### src/rtl/ones_counter_63.sv
// ones_counter_63
// Registered population counter for a 63-bit word.
//
// The word is captured in an input register. A full-adder tree between the
// input register and the output register reduces it to a 6-bit count.
// The count is visible on W two rising edges after A is sampled, and a new
// word can be accepted on every cycle.
//
// Reduction structure:
//   level 0 : nine 7:3 counters, each built from four full adders
//   level 1 : three groups of three 3-bit counts, each group reduced by a
//             carry-save row of full adders and then a ripple-carry adder
//   level 2 : the three level-1 sums reduced the same way to the final count
// The carry-save rows and the ripple adders are written as fixed-bound loops
// over a single full-adder function. After elaboration the loops become a
// fixed netlist of full adders, so the depth of the tree does not depend on
// the data.

module ones_counter_63 (
    input  logic        clk,
    input  logic        rst,
    input  logic [62:0] A,
    output logic [5:0]  W
);

    localparam int GROUP_BITS = 7;
    localparam int NUM_GROUPS = 9;
    localparam int NUM_MIDS   = 3;

    // ------------------------------------------------------------------
    // Arithmetic helpers
    // ------------------------------------------------------------------

    // One-bit full adder. Returns {carry, sum}.
    function automatic logic [1:0] full_add(
        input logic a,
        input logic b,
        input logic c
    );
        logic s;
        logic co;
        s  = a ^ b ^ c;
        co = (a & b) | (a & c) | (b & c);
        return {co, s};
    endfunction

    // 7:3 counter built from four full adders.
    // The first two adders compress bits 0..5.
    // The third adder folds in bit 6 at weight 1.
    // The fourth adder combines the three weight-2 carries.
    function automatic logic [2:0] count7(
        input logic [6:0] x
    );
        logic [1:0] fa_lo;
        logic [1:0] fa_hi;
        logic [1:0] fa_w1;
        logic [1:0] fa_w2;
        fa_lo = full_add(x[0], x[1], x[2]);
        fa_hi = full_add(x[3], x[4], x[5]);
        fa_w1 = full_add(fa_lo[0], fa_hi[0], x[6]);
        fa_w2 = full_add(fa_lo[1], fa_hi[1], fa_w1[1]);
        return {fa_w2[1], fa_w2[0], fa_w1[0]};
    endfunction

    // 6-bit ripple-carry adder made of full adders.
    // Carry out of bit 5 is dropped; no operand pair in this tree can
    // produce one, because the total never exceeds 63.
    function automatic logic [5:0] ripple6(
        input logic [5:0] a,
        input logic [5:0] b
    );
        logic [5:0] s;
        logic [1:0] fa;
        logic       c;
        s = 6'd0;
        c = 1'b0;
        for (int i = 0; i < 6; i++) begin
            fa   = full_add(a[i], b[i], c);
            s[i] = fa[0];
            c    = fa[1];
        end
        return s;
    endfunction

    // Three-operand adder.
    // A 3:2 carry-save row of full adders produces a sum vector and a carry
    // vector, and ripple6 resolves them.
    // The carry from the top column is dropped for the same range reason as
    // in ripple6.
    function automatic logic [5:0] add3_csa(
        input logic [5:0] a,
        input logic [5:0] b,
        input logic [5:0] c
    );
        logic [5:0] sum_v;
        logic [5:0] car_v;
        logic [1:0] fa;
        sum_v = 6'd0;
        car_v = 6'd0;
        for (int i = 0; i < 6; i++) begin
            fa       = full_add(a[i], b[i], c[i]);
            sum_v[i] = fa[0];
            if (i < 5) begin
                car_v[i + 1] = fa[1];
            end else begin
                car_v[0] = 1'b0;
            end
        end
        return ripple6(sum_v, car_v);
    endfunction

    // ------------------------------------------------------------------
    // Registers and tree signals
    // ------------------------------------------------------------------
    logic [62:0] a_d;
    logic [62:0] a_q;
    logic [5:0]  w_d;
    logic [5:0]  w_q;

    logic [2:0]  grp_cnt_s [NUM_GROUPS];
    logic [5:0]  mid_sum_s [NUM_MIDS];

    // Input stage: the next value of the input register is the raw input word.
    always_comb begin
        a_d = A;
    end

    // Level 0: each 7-bit slice of the registered word goes through a 7:3 counter.
    always_comb begin
        for (int g = 0; g < NUM_GROUPS; g++) begin
            grp_cnt_s[g] = count7(a_q[g * GROUP_BITS +: GROUP_BITS]);
        end
    end

    // Level 1: sum each run of three slice counts. The result is 0..21.
    always_comb begin
        for (int m = 0; m < NUM_MIDS; m++) begin
            mid_sum_s[m] = add3_csa({3'd0, grp_cnt_s[3 * m]},
                                    {3'd0, grp_cnt_s[3 * m + 1]},
                                    {3'd0, grp_cnt_s[3 * m + 2]});
        end
    end

    // Level 2: sum the three level-1 results to form the count. The result is 0..63.
    always_comb begin
        w_d = add3_csa(mid_sum_s[0], mid_sum_s[1], mid_sum_s[2]);
    end

    // Two pipeline stages, both cleared immediately by the asynchronous reset.
    always_ff @(posedge clk or posedge rst) begin
        if (rst) begin
            a_q <= 63'd0;
            w_q <= 6'd0;
        end else begin
            a_q <= a_d;
            w_q <= w_d;
        end
    end

    assign W = w_q;

endmodule

### config.mk
export PLATFORM = sky130hd
export DESIGN_NAME = ones_counter_63
export DESIGN_NICKNAME = d
export VERILOG_FILES = /design/src/rtl/ones_counter_63.sv
export SDC_FILE = /design/constraint.sdc
export NUM_CORES = 1
export LEC_CHECK = 0
export ABC_AREA = 1
export CORE_ASPECT_RATIO = 1.5
export CORE_UTILIZATION = 40
export CTS_CLUSTER_DIAMETER = 100
export DETAILED_ROUTE_END_ITERATION = 10
export PLACE_DENSITY = 0.7
export SYNTH_ARGS = -nofsm -noshare
export SYNTH_HDL_FRONTEND = slang
export SYNTH_SLANG_ARGS = --single-unit
### constraint.sdc
create_clock -name clk -period 6.2 [get_ports clk]
set_clock_uncertainty 0.05 [all_clocks]
set_input_delay 0.62 -clock clk [delete_from_list [all_inputs] [get_ports clk]]
set_output_delay 0.62 -clock clk [all_outputs]
set_load 0.005 [all_outputs]
==> run metrics <==
WL final 4472 um; Pre-antenna DRT Iters 4; Clock Sink Count 69; Clock transition at path regs 0.06 ns; TNS Setup 0 ns; VDD IR max 329.8 uV; Post-synth EDFFs 0; gr ovfl total 0; hold crit path type primary input to register; Power Dens Cells 462.6 mW/mm2; TritonCTS clock tree yes; die width 75.90 um; critical path required time 6.37 ns; die height 112.9 um; status complete, no violations; fmax 192.6 MHz; CP max FO 2; nets@finish 433; Worst path slowest cell fa_1; slowest cell delay on critical path 0.54 ns; synth top area cells dfrtp_1 (53%), fa_1 (34%), inv_1 (10%), ha_1 (2.7%), nand2_1 (0.34%); Final Hold Violating Endpoints 0; Crit. End Element register; hold_buf cts 0; Synth area leader dfrtp_1; Seq cells post-synth 69; Leakage 2.169 nW; synth-to-layout area growth 35.47%; worst-skew pair later-pin latency 0.33 ns; share of the synthesized area in the top cell type 52.69%; count of final setup violators 0; # fillers 652; R2R setup slack 1.01 ns; DRC 0; area of the mapped netlist 0.003277 mm2; Seq/Total Area, Yosys 52.69%; total inserted antenna cells 0; fin. max-slew vios 0; Die ar. 0.008565 mm2; Max-Cap Viols 0; syn avg cell area 14.69 um2; power after layout 2.054 mW; H-tree depth 3; min Tclk post-route 5.192 ns; 1st-iter DRT viols 39; Crit Path Class register to register; vias per cell 3.961; yosys warns 0; GP Congestion 0.7303; Worst Tran Pin Value 0.8059 ns; Slew HR 46.27%; unrepaired setup endpoints after global routing false; initial antenna violation count 0; post-CTS setup buffer count 0; core area 0.007958 mm2; layout cells sized above 1 5.806%; CTS root buf clkbuf_16; routed vias 1644; largest net degree at the start of global routing 70; Post-CTS Resized 0; arrival time at the worst endpoint 5.36 ns; number of I/O port buffers 70; Netlist cell types 5; Hold WS 0.6763 ns; period utilization 83.74%; Post-DP HPWL 3704 um; GRT Resource Usage Total 13.37%; Bufs on Longest Clock Path 2; Syn Inst Count 223; drt wl/cell 10.78 um; CTS buffer count 9; row cnt 40; predominant post-synthesis flop cell dfrtp_1; Synth top cells by count inv_1 (88), dfrtp_1 (69), fa_1 (56); post-route antenna net violation count 0; first-pass GRT wire length 8259 um; critical path, cell by cell inv_1 > fa_1 > inv_1 > fa_1 > fa_1 > inv_1 > fa_1 > inv_1 > ha_1 > fa_1 > fa_1 > inv_1 > fa_1 > fa_1 > fa_1 > nand2_1 > nand2_1; CP startpoint kind register; vias in the first global route 1901; asr flop ratio synth 100.0%; Worst path most repeated cell fa_1; Starting Density 41.18%; num ports 71; Synth Net Count 351; most instantiated library cell after synthesis inv_1
-- per-layer routing --
layer  GRT usage (%)  vias to the layer above  part of all wire, %
li1                -                      758                    -
met1           12.94                      835                   33
met2           24.67                       39                   60
met3           4.355                       12                  4.2
met4           7.692                        0                  3.0
met5               0                        -                    0
-- path summary, 6_finish.rpt --
path | startpoint | endpoint | cells after the start
max in group asynchronous | rst | a_q[39] | 3
min in group asynchronous | rst | a_q[47] | 3
worst min-delay path | A[47] | a_q[47] | 1
worst min register to register | a_q[48] | W[0] | 5
worst max register to register | a_q[7] | W[5] | 17
worst max-delay path | a_q[7] | W[5] | 17
-- cell families (layout without fill, tap and decap cells) --
| group | Yosys count | count (layout) | share of synthesized area [%] |
|---|---|---|---|
| AND/OR/NAND/NOR | 3 | 3 | 0.3436 |
| flip-flops | 69 | 69 | 52.69 |
| adder cells (fa/ha/maj) | 63 | 63 | 36.88 |
| buffers and inverters | 88 | 175 | 10.08 |
-- flip-flops by register name (all words and copies together) (netlist names) --
register  count
W             6
a_q          63
-- critical path: cells and delay by family (launching register included) --
kind,cells,cell delay (ns)
buffers and inverters,5,0.24
and+or+nand+nor,2,0.13
DFF,1,0.32
adders and majority gates,10,4.34
-- metrics by stage --
step           std cells  utilization [%]  setup WS (ns)  cell area [um2]
5_1_grt              415            55.79         0.7551             4439
6_report             415            55.79          1.008             4439
3_3_place_gp         399            51.73          1.038             4116
2_1_floorplan        223                -          1.103             3277
4_1_cts              415            55.79         0.9722             4439
3_5_place_dp         399            51.73         0.9792             4116
-- report_power, final --
part	total, mW	internal (mW)	switching, mW
Sequential	0.539	0.525	0.0141
Clock	0.538	0.353	0.185
Combinational	0.977	0.458	0.520
-- cell type report --
type | instances | area, um2 | area share (%)
tap | 105 | 131.4 | 2.959
clock buffer | 9 | 225.2 | 5.073
clock inverter | 7 | 97.59 | 2.198
timing repair buffer | 71 | 708.2 | 15.95
inverter | 88 | 330.3 | 7.441
multi-input combinational | 66 | 1220 | 27.48
sequential | 69 | 1727 | 38.90
-- layout by cell type, fill, tap and decap left out --
cell	count
inv_1	87
clkinv_2	1
nand2_1	3
inv_2	1
dfrtp_1	69
fa_1	56
ha_1	7
clkbuf_16	9
clkdlybuf4s50_1	70
inv_6	1
bufinv_16	2
buf_4	1
clkinvlp_4	2
clkinv_4	1
Power figures use the tool's default switching activity.
==> RTL edit 1: new RTL, config.mk and constraints unchanged <==
Change the localparam `NUM_GROUPS` from 9 to 8.
--- a/src/rtl/ones_counter_63.sv
+++ b/src/rtl/ones_counter_63.sv
@@ -24,7 +24,7 @@
 );
 
     localparam int GROUP_BITS = 7;
-    localparam int NUM_GROUPS = 9;
+    localparam int NUM_GROUPS = 8;
     localparam int NUM_MIDS   = 3;
 
     // ------------------------------------------------------------------
Check against the original RTL: not equivalent (Yosys sat finds a counterexample within 4 cycles, from zero or initial values and one cycle with rst high).
==> RTL edit 1 against the original RTL <==
Routed wire length decreased by 16%. Final area shrank 15%. Power shrank 30%. First-iteration DRC count rose by 36%. Clock power is 44% lower. Sequential cell count fell by 7. Global-route usage fell by 0.79 points. Synthesized cell count is 14% lower. Synthesized area shrank 13%. Setup slack got worse by 36 ps. Critical path type unchanged. Critical endpoint is now W[4]$_DFF_PP0_. Largest power group unchanged.
==> RTL edit 1: results (changes against the original RTL) <==
[metrics] R2R Setup Slk: 970 ps (-40 ps)
[metrics] largest voltage drop on the vdd net: 0.0002456 V (-26%)
[metrics] Yosys cell types: 6 (+1)
[metrics] Leak Pwr: 1.832 nW (-16%)
[metrics] Global Route Usage Sum: 0.1257 (-0.007939)
[metrics] routed vias/inst: 4.155 (+4.9%)
[metrics] Synth top cells by count: sky130_fd_sc_hd__inv_1, sky130_fd_sc_hd__dfrtp_1, sky130_fd_sc_hd__fa_1, sky130_fd_sc_hd__ha_1, sky130_fd_sc_hd__nand2_1
[metrics] Tightest Pin Transition: 726.4 ps (-79.50 ps)
[metrics] 1st-pass router iterations: 6 (+2)
[metrics] Largest register FFs: 56 (-11%)
[metrics] Non-Filler Instances: 349 (-16%)
[metrics] routed length per placed instance: 10.72 um (-0.47%)
[metrics] Initial DRC Count: 53 (+36%)
[metrics] vias in the first global route: 1680 (-12%)
[metrics] master cell of the clock root buffer: sky130_fd_sc_hd__clkbuf_8
[metrics] Post-CTS Repair Setup Buffers: 0 (unchanged)
[metrics] number of gates resized after cts: 0 (unchanged)
[metrics] Final HPWL DP: 3.127 mm (-16%)
[metrics] number of cells after detailed placement: 334 (-16%)
[metrics] wire length of the first global-routing pass: 6.720 mm (-19%)
[metrics] sequential share of the synthesized area: 0.5446 (+0.01766)
[metrics] synth top area cells: sky130_fd_sc_hd__dfrtp_1, sky130_fd_sc_hd__fa_1, sky130_fd_sc_hd__inv_1, sky130_fd_sc_hd__ha_1, sky130_fd_sc_hd__nand2_1
[metrics] result of the run: completed
[metrics] largest driver fanout on the critical path: 1 (-1)
[metrics] cells after synthesis: 192 (-14%)
[metrics] IO Port Bufs: 63 (-10%)
[metrics] maximum number of pins on one net before global-route repair: 63 (-10%)
[metrics] Synth Net Count: 310 (-12%)
[metrics] share of cells above drive strength 1: 0.05166 (-0.006404)
[metrics] worst hold slack across all endpoints: 668.7 ps (-7.577 ps)
==> RTL edit 1: kinds of logic after synthesis <==
logic type                 after synthesis  share of synthesized area
adders and majority gates               53                     0.3540
buffers and inverters                   71                    0.09355
and+or+nand+nor                          6                   0.007905
DFF                                     62                     0.5446
==> RTL edit 1: stage by stage <==
stage | total power [mW] | instance area [um2] | worst slack [ps]
2_1_floorplan | 0.9757 | 2849 | 1105
3_3_place_gp | 1.153 | 3585 | 976.8
3_5_place_dp | 1.184 | 3585 | 937.1
4_1_cts | 1.492 | 3752 | 919.0
5_1_grt | 1.637 | 3752 | 691.3
6_report | 1.442 | 3752 | 971.7
==> RTL edit 1: area by class of cell <==
type / count / area (um2)
Inverter: 71 / 266.5
Tap cell: 78 / 97.59
Multi-Input combinational cell: 59 / 1031
Clock buffer: 14 / 162.7
Sequential cell: 62 / 1551
Timing Repair Buffer: 64 / 638.1
Fill cell: 573 / 3099
Clock inverter: 1 / 5.005
==> RTL edit 1: final timing paths <==
kind                                        start                 to  cells after the start
worst max-delay path             a_q[7]$_DFF_PP0_     W[4]$_DFF_PP0_                     18
worst min-delay path                        A[25]  a_q[25]$_DFF_PP0_                      1
worst max register to register   a_q[7]$_DFF_PP0_     W[4]$_DFF_PP0_                     18
worst min register to register  a_q[13]$_DFF_PP0_     W[0]$_DFF_PP0_                      3
max in group asynchronous                     rst  a_q[32]$_DFF_PP0_                      3
min in group asynchronous                     rst   a_q[0]$_DFF_PP0_                      3
==> RTL edit 1: layer usage <==
layer  global-route usage  routed length (um)  up-vias
met3              0.05067                 183        8
met2               0.2287                2247       39
met5                    0                   0        -
met1               0.1142                1207      738
met4              0.07286                 104        0
li1                     -                   -      665
==> RTL edit 1: report_power, final <==
group	internal (mW)	switching (mW)
logic	0.317	0.349
clock network	0.164	0.135
registers	0.464	0.0136
==> RTL edit 2: new RTL, same settings <==
Made on the original files. Reset style: synchronous (`rst`), changed in one clocked block. Comments in the files are not updated.
--- a/src/rtl/ones_counter_63.sv
+++ b/src/rtl/ones_counter_63.sv
@@ -147,7 +147,7 @@
     end
 
     // Two pipeline stages, both cleared immediately by the asynchronous reset.
-    always_ff @(posedge clk or posedge rst) begin
+    always_ff @(posedge clk) begin
         if (rst) begin
             a_q <= 63'd0;
             w_q <= 6'd0;
Check against the original RTL: differs if rst is asserted again (counterexample within 4 cycles, from zero or initial values and one cycle with rst high); with rst held inactive, the same outputs for 10 cycles.
==> RTL edit 2 against the original RTL <==
Power is 16% lower. Sequential cell count stayed put. Critical path depth is 1 lower. Count of clock-buffer cells in the layout is 3 higher. Maximum frequency is 1.2% lower. Synthesized area is 5.9% higher. Non-clock buffer count is 1 lower. Routed wire length is 14% higher. First-iteration DRC count is 2.6% lower. Setup slack worse by 61 ps. Final area is 1.8% higher. Critical endpoint is now W[4]$_SDFF_PP0_.
==> RTL edit 2: results (changes against the original RTL) <==
[metrics] result of the run: completed
[metrics] Leak Pwr: 2.312 nW (+6.6%)
[metrics] R2R Setup Slk: 950 ps (-60 ps)
[metrics] Synth Net Count: 487 (+39%)
[metrics] final cycle utilization of the critical path: 0.8473 (+0.009913)
[metrics] area taken by multi-input logic gates: 1479 um2 (+21%)
[metrics] routed length per placed instance: 9.371 um (-13%)
[metrics] largest driver fanout on the critical path: 1 (-1)
[metrics] adder and majority gate portion of the synthesized area: 0.3482 (-0.02061)
[metrics] vias in the first global route: 2330 (+23%)
[metrics] Non-clock buffer share: 0.1539 (-0.005638)
[metrics] launch point of the worst path: a_q[7]$_SDFF_PP0_
[metrics] ClkCell Share: 0.06172 (-0.01100)
[metrics] sum of met2 wire segment lengths after detailed routing: 2.848 mm (+5.6%)
[metrics] post-route met1 wirelength: 1.798 mm (+24%)
[metrics] Yosys cell types: 8 (+3)
[metrics] data arrival time of the critical path: 5370 ps (about the same)
[metrics] wire length of the first global-routing pass: 9.308 mm (+13%)
[metrics] number of signal-net inverters in the final layout: 147 (+67%)
[metrics] prevailing post-synth register cell: sky130_fd_sc_hd__dfxtp_1
[metrics] synth top area cells: sky130_fd_sc_hd__dfxtp_1, sky130_fd_sc_hd__fa_1, sky130_fd_sc_hd__inv_1, sky130_fd_sc_hd__nor2_1, sky130_fd_sc_hd__ha_1
[metrics] vias after detailed routing: 2161 (+31%)
[metrics] Synth top cells by count: sky130_fd_sc_hd__inv_1, sky130_fd_sc_hd__nor2_1, sky130_fd_sc_hd__dfxtp_1, sky130_fd_sc_hd__fa_1, sky130_fd_sc_hd__ha_1
[metrics] FF-to-FF End: W[4]$_SDFF_PP0_
[metrics] met2 Use GR: 0.2538 (+0.007135)
[metrics] Final HPWL DP: 4.193 mm (+13%)
[metrics] sequential power share: 0.294 (+0.032)
[metrics] Routed met3 length: 243 um (+31%)
[metrics] number of clock buffer instances in the layout: 12 (+3)
[metrics] met1 track demand over resource: 0.1322 (+0.002795)
[metrics] Initial DRC Count: 38 (-2.6%)
[metrics] share of synthesized registers carrying an async set or reset: 0 (-1.000)
-- RTL edit 2: stage by stage --
step	util	cells	instance area [um2]	hold slack (ps)	power, mW
final	0.5373	544	4521	753.8	1.721
after global routing	0.5373	544	4521	755.6	1.943
after CTS	0.5373	544	4521	742.9	1.764
after detailed placement	0.5042	528	4242	1093	1.289
after global placement	0.5042	528	4242	1094	1.242
after floorplan	-	359	3471	677.0	1.066
-- RTL edit 2: how the worst min path moves through the flow --
stage                from                  to  slack, ps  cells past startpoint
global placement    A[13]  a_q[13]$_SDFF_PP0_       1090                      3
global route        A[45]  a_q[45]$_SDFF_PP0_        760                      3
finish              A[26]  a_q[26]$_SDFF_PP0_        750                      3
floorplan            A[0]   a_q[0]$_SDFF_PP0_        680                      2
detailed placement  A[26]  a_q[26]$_SDFF_PP0_       1090                      3
CTS                 A[26]  a_q[26]$_SDFF_PP0_        740                      3
-- RTL edit 2: worst max-delay path: stages, from the launching register on --
cell,delay [ps]
sky130_fd_sc_hd__dfxtp_1,300
sky130_fd_sc_hd__inv_1,50
sky130_fd_sc_hd__fa_1,540
sky130_fd_sc_hd__inv_1,50
sky130_fd_sc_hd__fa_1,390
sky130_fd_sc_hd__fa_1,550
sky130_fd_sc_hd__inv_1,50
sky130_fd_sc_hd__fa_1,490
sky130_fd_sc_hd__inv_1,40
sky130_fd_sc_hd__ha_1,180
sky130_fd_sc_hd__fa_1,460
sky130_fd_sc_hd__fa_1,540
sky130_fd_sc_hd__inv_1,60
sky130_fd_sc_hd__fa_1,430
sky130_fd_sc_hd__fa_1,380
sky130_fd_sc_hd__fa_1,490
sky130_fd_sc_hd__nor2_1,40
